### src/rtl/fp_mul_norm_pack.sv
// Final stage of the FP multiplier: left-normalises the stage-3 product one bit
// per cycle, then packs it into IEEE-754 single precision with ovf/uf/zero flags.
module fp_mul_norm_pack #(
    parameter int MAX_SHIFT = 23
) (
    input  logic        clk,
    input  logic        rst_n,
    input  logic [23:0] c1_m,
    input  logic [7:0]  c1_e,
    input  logic        c1_s,
    input  logic        in_valid,
    output logic        in_ready,
    output logic [31:0] result,
    output logic        out_valid,
    input  logic        out_ready,
    output logic        ovf,
    output logic        uf,
    output logic        zero,
    output logic [1:0]  dbg_state
);

    // Handshake: a transfer happens on a rising edge where valid && ready are both 1;
    // valid never depends on ready, and payload is held stable while valid && !ready.
    typedef enum logic [1:0] {
        IDLE = 2'd0,
        NORM = 2'd1,
        HOLD = 2'd2
    } state_t;

    localparam logic [4:0] MAX_CNT = 5'(MAX_SHIFT);

    state_t      state;
    logic [23:0] m;
    logic [7:0]  e;
    logic        s;
    logic [4:0]  cnt;

    // in_ready is forced low during reset even though state already reads IDLE.
    assign in_ready  = rst_n && (state == IDLE);
    assign out_valid = (state == HOLD);
    assign dbg_state = state;

    always_ff @(posedge clk or negedge rst_n) begin
        if (!rst_n) begin
            state  <= IDLE;
            result <= 32'h0;
            ovf    <= 1'b0;
            uf     <= 1'b0;
            zero   <= 1'b0;
            m      <= 24'h0;
            e      <= 8'h0;
            s      <= 1'b0;
            cnt    <= 5'd0;
        end else begin
            case (state)
                IDLE: begin
                    if (in_valid) begin
                        m     <= c1_m;
                        e     <= c1_e;
                        s     <= c1_s;
                        cnt   <= 5'd0;
                        ovf   <= 1'b0;
                        uf    <= 1'b0;
                        zero  <= 1'b0;
                        state <= NORM;
                    end
                end
                NORM: begin
                    // One priority rule per cycle; the first match wins.
                    if (m == 24'h0) begin
                        result <= {s, 31'h0};
                        zero   <= 1'b1;
                        state  <= HOLD;
                    end else if (e == 8'hFF) begin
                        result <= {s, 8'hFF, 23'h0};
                        ovf    <= 1'b1;
                        state  <= HOLD;
                    end else if (e == 8'h00) begin
                        result <= {s, 31'h0};
                        uf     <= 1'b1;
                        zero   <= 1'b1;
                        state  <= HOLD;
                    end else if (m[23]) begin
                        result <= {s, e, m[22:0]};
                        state  <= HOLD;
                    end else if (e == 8'h01 || cnt == MAX_CNT) begin
                        // Exponent would underflow, or the shift budget is spent.
                        result <= {s, 31'h0};
                        uf     <= 1'b1;
                        zero   <= 1'b1;
                        state  <= HOLD;
                    end else begin
                        m   <= {m[22:0], 1'b0};
                        e   <= e - 8'd1;
                        cnt <= cnt + 5'd1;
                    end
                end
                HOLD: begin
                    if (out_ready) begin
                        state <= IDLE;
                    end
                end
                default: state <= IDLE;
            endcase
        end
    end

endmodule

### config.mk
export PLATFORM = sky130hd
export DESIGN_NAME = fp_mul_norm_pack
export DESIGN_NICKNAME = d
export VERILOG_FILES = /design/src/rtl/fp_mul_norm_pack.sv
export SDC_FILE = /design/constraint.sdc
export NUM_CORES = 1
export LEC_CHECK = 0
export CAP_MARGIN = 20
export CORE_ASPECT_RATIO = 0.8
export CORE_MARGIN = 2
export CORE_UTILIZATION = 51
export DETAILED_ROUTE_END_ITERATION = 8
export GPL_ROUTABILITY_DRIVEN = 0
export GPL_TIMING_DRIVEN = 0
export HOLD_SLACK_MARGIN = 0.02
export PLACE_DENSITY = 0.76
export SLEW_MARGIN = 20
export SYNTH_ARGS = -nofsm -noshare
export SYNTH_HDL_FRONTEND = slang
export SYNTH_SLANG_ARGS = --single-unit
### constraint.sdc
create_clock -name clk -period 2.65 [get_ports clk]
set_clock_uncertainty 0.2 [all_clocks]
set_input_delay 0.53 -clock clk [delete_from_list [all_inputs] [get_ports clk]]
set_output_delay 0.53 -clock clk [all_outputs]
set_load 0.005 [all_outputs]
==> results of run 1 <==
==> state kept, by name, indices dropped and copies added (netlist names) <==
| signal | count |
|---|---|
| ovf | 1 |
| dbg_state | 2 |
| result | 32 |
| uf | 1 |
| e | 8 |
| s | 1 |
| zero | 1 |
| cnt | 5 |
| m | 24 |
==> repair_timing <==
action | 4_1_cts | 5_1_grt
gates resized for setup | 0 | 21
hold buffers | 3 | 0
endpoints found under the setup margin | 0 | 56
endpoints found under the hold margin | 27 | 0
setup buffers | 0 | 3
==> cell usage in the layout (no fill, tap or decap), types with 2 or more instances in the layout <==
cell	Yosys	final
o21ai_0	20	20
nor4b_1	2	2
a22o_1	44	44
o31ai_1	2	2
nand2b_1	3	3
mux2_4	22	22
nand3_1	8	8
clkbuf_1	15	12
nor4_1	9	7
o211ai_1	2	2
nor4_2	0	2
nor3b_1	2	2
clkbuf_2	0	4
dfrtp_1	75	74
buf_12	0	3
clkbuf_8	0	9
a21oi_1	12	12
nor3_1	4	4
ha_1	4	3
nor2_2	1	2
or2_2	2	2
and3_1	2	2
nor2_1	9	7
nor2_4	1	2
o22a_1	3	3
nand2_1	22	22
buf_16	0	2
buf_4	1	5
a211o_1	3	3
clkdlybuf4s50_1	0	74
a311oi_1	4	3
inv_1	6	6
bufinv_16	0	3
a31oi_1	2	2
buf_6	4	2
nand4_1	4	4
==> final timing paths <==
check                            from          to  slack [ns]
setup / recovery               cnt[1]        m[1]        0.10
hold / removal                  rst_n      cnt[4]        0.03
setup reg to reg               cnt[1]        m[1]        0.10
hold reg to reg            result[27]  result[27]        0.28
max in group asynchronous       rst_n  result[11]        1.97
min in group clk           result[27]  result[27]        0.28
==> layer usage <==
metal	track usage (%)	wire length, um	share of wire [%]
met5	0	0	0
met4	7.40	138	1.5
met3	6.39	615	6.6
met2	38.4	4240	46
met1	35.8	4310	46
==> cell type report <==
cell class                      count  area (sq um)
Timing Repair Buffer               82           866
Inverter                            7          26.3
Fill cell                         512          1980
Clock inverter                      6           113
Tap cell                           87           109
Sequential cell                    75          1880
Clock buffer                       10           128
Buffer                             22           139
Multi-Input combinational cell    208          1660
==> power groups by stage <==
stage	clock, mW	combinational [mW]	sequential (mW)
after floorplan	0	1.63	2.00
after global placement	0	2.46	2.08
after detailed placement	0	2.53	2.10
after CTS	1.08	2.56	2.09
after global routing	1.13	2.86	2.18
final	1.07	2.65	2.12
==> worst max-delay path: stages, from the launching register on <==
cell and delay [ns]:
dfrtp_1 0.41, ha_2 0.21, and4b_1 0.23, or2_0 0.24, nand3b_4 0.22, nor2_4 0.18, a21oi_4 0.10, inv_2 0.16
buf_8 0.17, mux2_4 0.31
==> per-stage QoR <==
step | power (mW) | instance area [sq um] | setup TNS (ns) | cells
after floorplan | 3.63 | 3640 | 0 | 312
after global placement | 4.54 | 4500 | -137.06 | 474
after detailed placement | 4.63 | 4530 | -5.17 | 475
after CTS | 5.74 | 4830 | 0 | 494
after global routing | 6.18 | 4910 | -0.181 | 497
final | 5.83 | 4910 | 0 | 497
==> cell usage after synthesis, types with 2 or more instances <==
| master | instances |
|---|---|
| nand2_1 | 22 |
| and3_1 | 2 |
| o211ai_1 | 2 |
| nor3b_1 | 2 |
| a31oi_1 | 2 |
| buf_2 | 2 |
| nand2b_1 | 3 |
| nor2_1 | 9 |
| o22a_1 | 3 |
| nor4b_1 | 2 |
| a211o_1 | 3 |
| or2_2 | 2 |
| mux2_4 | 22 |
| nor3_1 | 4 |
| dfrtp_1 | 75 |
| a311oi_1 | 4 |
| nor4_1 | 9 |
| clkbuf_1 | 15 |
| a21oi_1 | 12 |
| nand3_1 | 8 |
| buf_6 | 4 |
| ha_1 | 4 |
| o21ai_0 | 20 |
| o31ai_1 | 2 |
| a22o_1 | 44 |
| inv_1 | 6 |
| nand4_1 | 4 |
==> cell families (layout without fill, tap and decap cells) <==
kind of cell	count (synthesis)	after routing	share of synthesized area, %
AO/OA/AOI/OAI	101	101	20.9
AND/OR/NAND/NOR	79	79	12.6
flip-flops	75	75	51.5
buffers and inverters	29	127	3.98
multiplexers	24	24	9.65
adder cells (fa/ha/maj)	4	4	1.37
==> qor.csv, run 1 <==
stage;metric;value;unit
finish;share of cells above drive strength 1;18.3;%
floorplan;Chip Height;79.6;um
cts;CTS tree;done;
timing;# setup viols final;0;
routing;routed wire length;9.31;mm
floorplan;Initial Util;52.9;%
routing;via/cell ratio;6.15;
power_and_ir_drop;part of the power in combinational logic;45.4;%
outcome;status;finished, final reports clean;
logic_synthesis;area leader, netlist;dfrtp_1;
logic_synthesis;mapped cell area;3640;sq um
grt;GRT Total Usage;25.1;%
run;total of max-cap violations;0;
cts;cts bufs inserted;9;
grt;antenna violations before repair;0;
power_and_ir_drop;Pint;3.74;mW
cts;Clock Sinks;75;
critical_path;CP Class;register to register;
grt;largest net degree at the start of global routing;49;
critical_path;Worst setup EP type;register;
critical_path;worst reg-to-reg path cell count;9;
grt;vias in the first global route;2970;
cts;H-tree depth;3;
routing;DRC violations left;0;
timing;Pins Over Slew Limit;0;
logic_synthesis;Synth area leaders;dfrtp_1, a22o_1, mux2_4;
timing;Final Cycle Share;96.2;%
logic_synthesis;YS warnings;0;
timing;min Tclk post-route;2.55;ns
routing;iteration count of the initial detailed-routing pass;5;
placed_design;Buffers on Ports;75;
grt;global-route wire length before repair;15.3;mm
logic_synthesis;Netlist cell types;52;
critical_path;CP startpoint kind;register;
logic_synthesis;post-synthesis average cell area;11.7;sq um
logic_synthesis;FF+latch count, synth;75;
cts;Worst-Skew Late Latency;0.35;ns
power_and_ir_drop;Clock Power Share;18.3;%
logic_synthesis;EDFF count, synth;0;
cts;Worst-path clk slew;0.08;ns
floorplan;core area;6890;sq um
logic_synthesis;Post-Syn Nets;353;
routing;routed vias;3059;
finish;Ant. Diodes;0;
placed_design;Place WS;-0.240;ns
placed_design;Post-DP HPWL;6.54;mm
timing;Slew HR;57.9;%
floorplan;DIE AREA;7840;sq um
power_and_ir_drop;Psw;2.10;mW
routing;Routed Antenna Nets;0;
floorplan;I/O pins;76;
cts;CTS Buffer Depth;2;
timing;Tightest Pin Transition;0.631;ns
floorplan;chip width;98.5;um
logic_synthesis;Mapped Cells;312;
critical_path;WP data arrival;2.59;ns
grt;remaining global-route overflow;0;
logic_synthesis;post-synthesis sequential area ratio;51.5;%
timing;Fin. Hold Viols;0;
finish;final net count;446;
hold_path;hold crit path type;input pin to async pin;
routing;drt wl/cell;18.7;um
logic_synthesis;Post-synth ARST share;100;%
critical_path;Worst Path Required;2.69;ns
finish;Layout Utilization;71.3;%
power_and_ir_drop;Peak VDD IR;0.590;mV
cts;clock root cell;clkbuf_8;
timing;Fmax;0.392;GHz
timing;Final WS setup;0.101;ns
floorplan;site row count;27;
power_and_ir_drop;sequential share of power;36.3;%
power_and_ir_drop;leakage;2.15;nW
power_and_ir_drop;switching share of power;35.9;%
timing;Hold WS;0.0297;ns
power_and_ir_drop;pwr dens;1190;nW/um^2
logic_synthesis;Synth top area share;51.5;%
logic_synthesis;dominant synthesized flop cell;dfrtp_1;
routing;DRT iter0 DRCs;161;
finish;P&R area growth vs syn;34.9;%
critical_path;CP Max Fanout;10;
No activity file was read; power rests on OpenSTA's default activity.
==> inputs of run 2 (changes only) <==
- SLEW_MARGIN: 20 -> 5
- TNS_END_PERCENT: not set -> 20
==> results of run 2 <==
Final layout, timing and power as in run 1 (identical DEF).
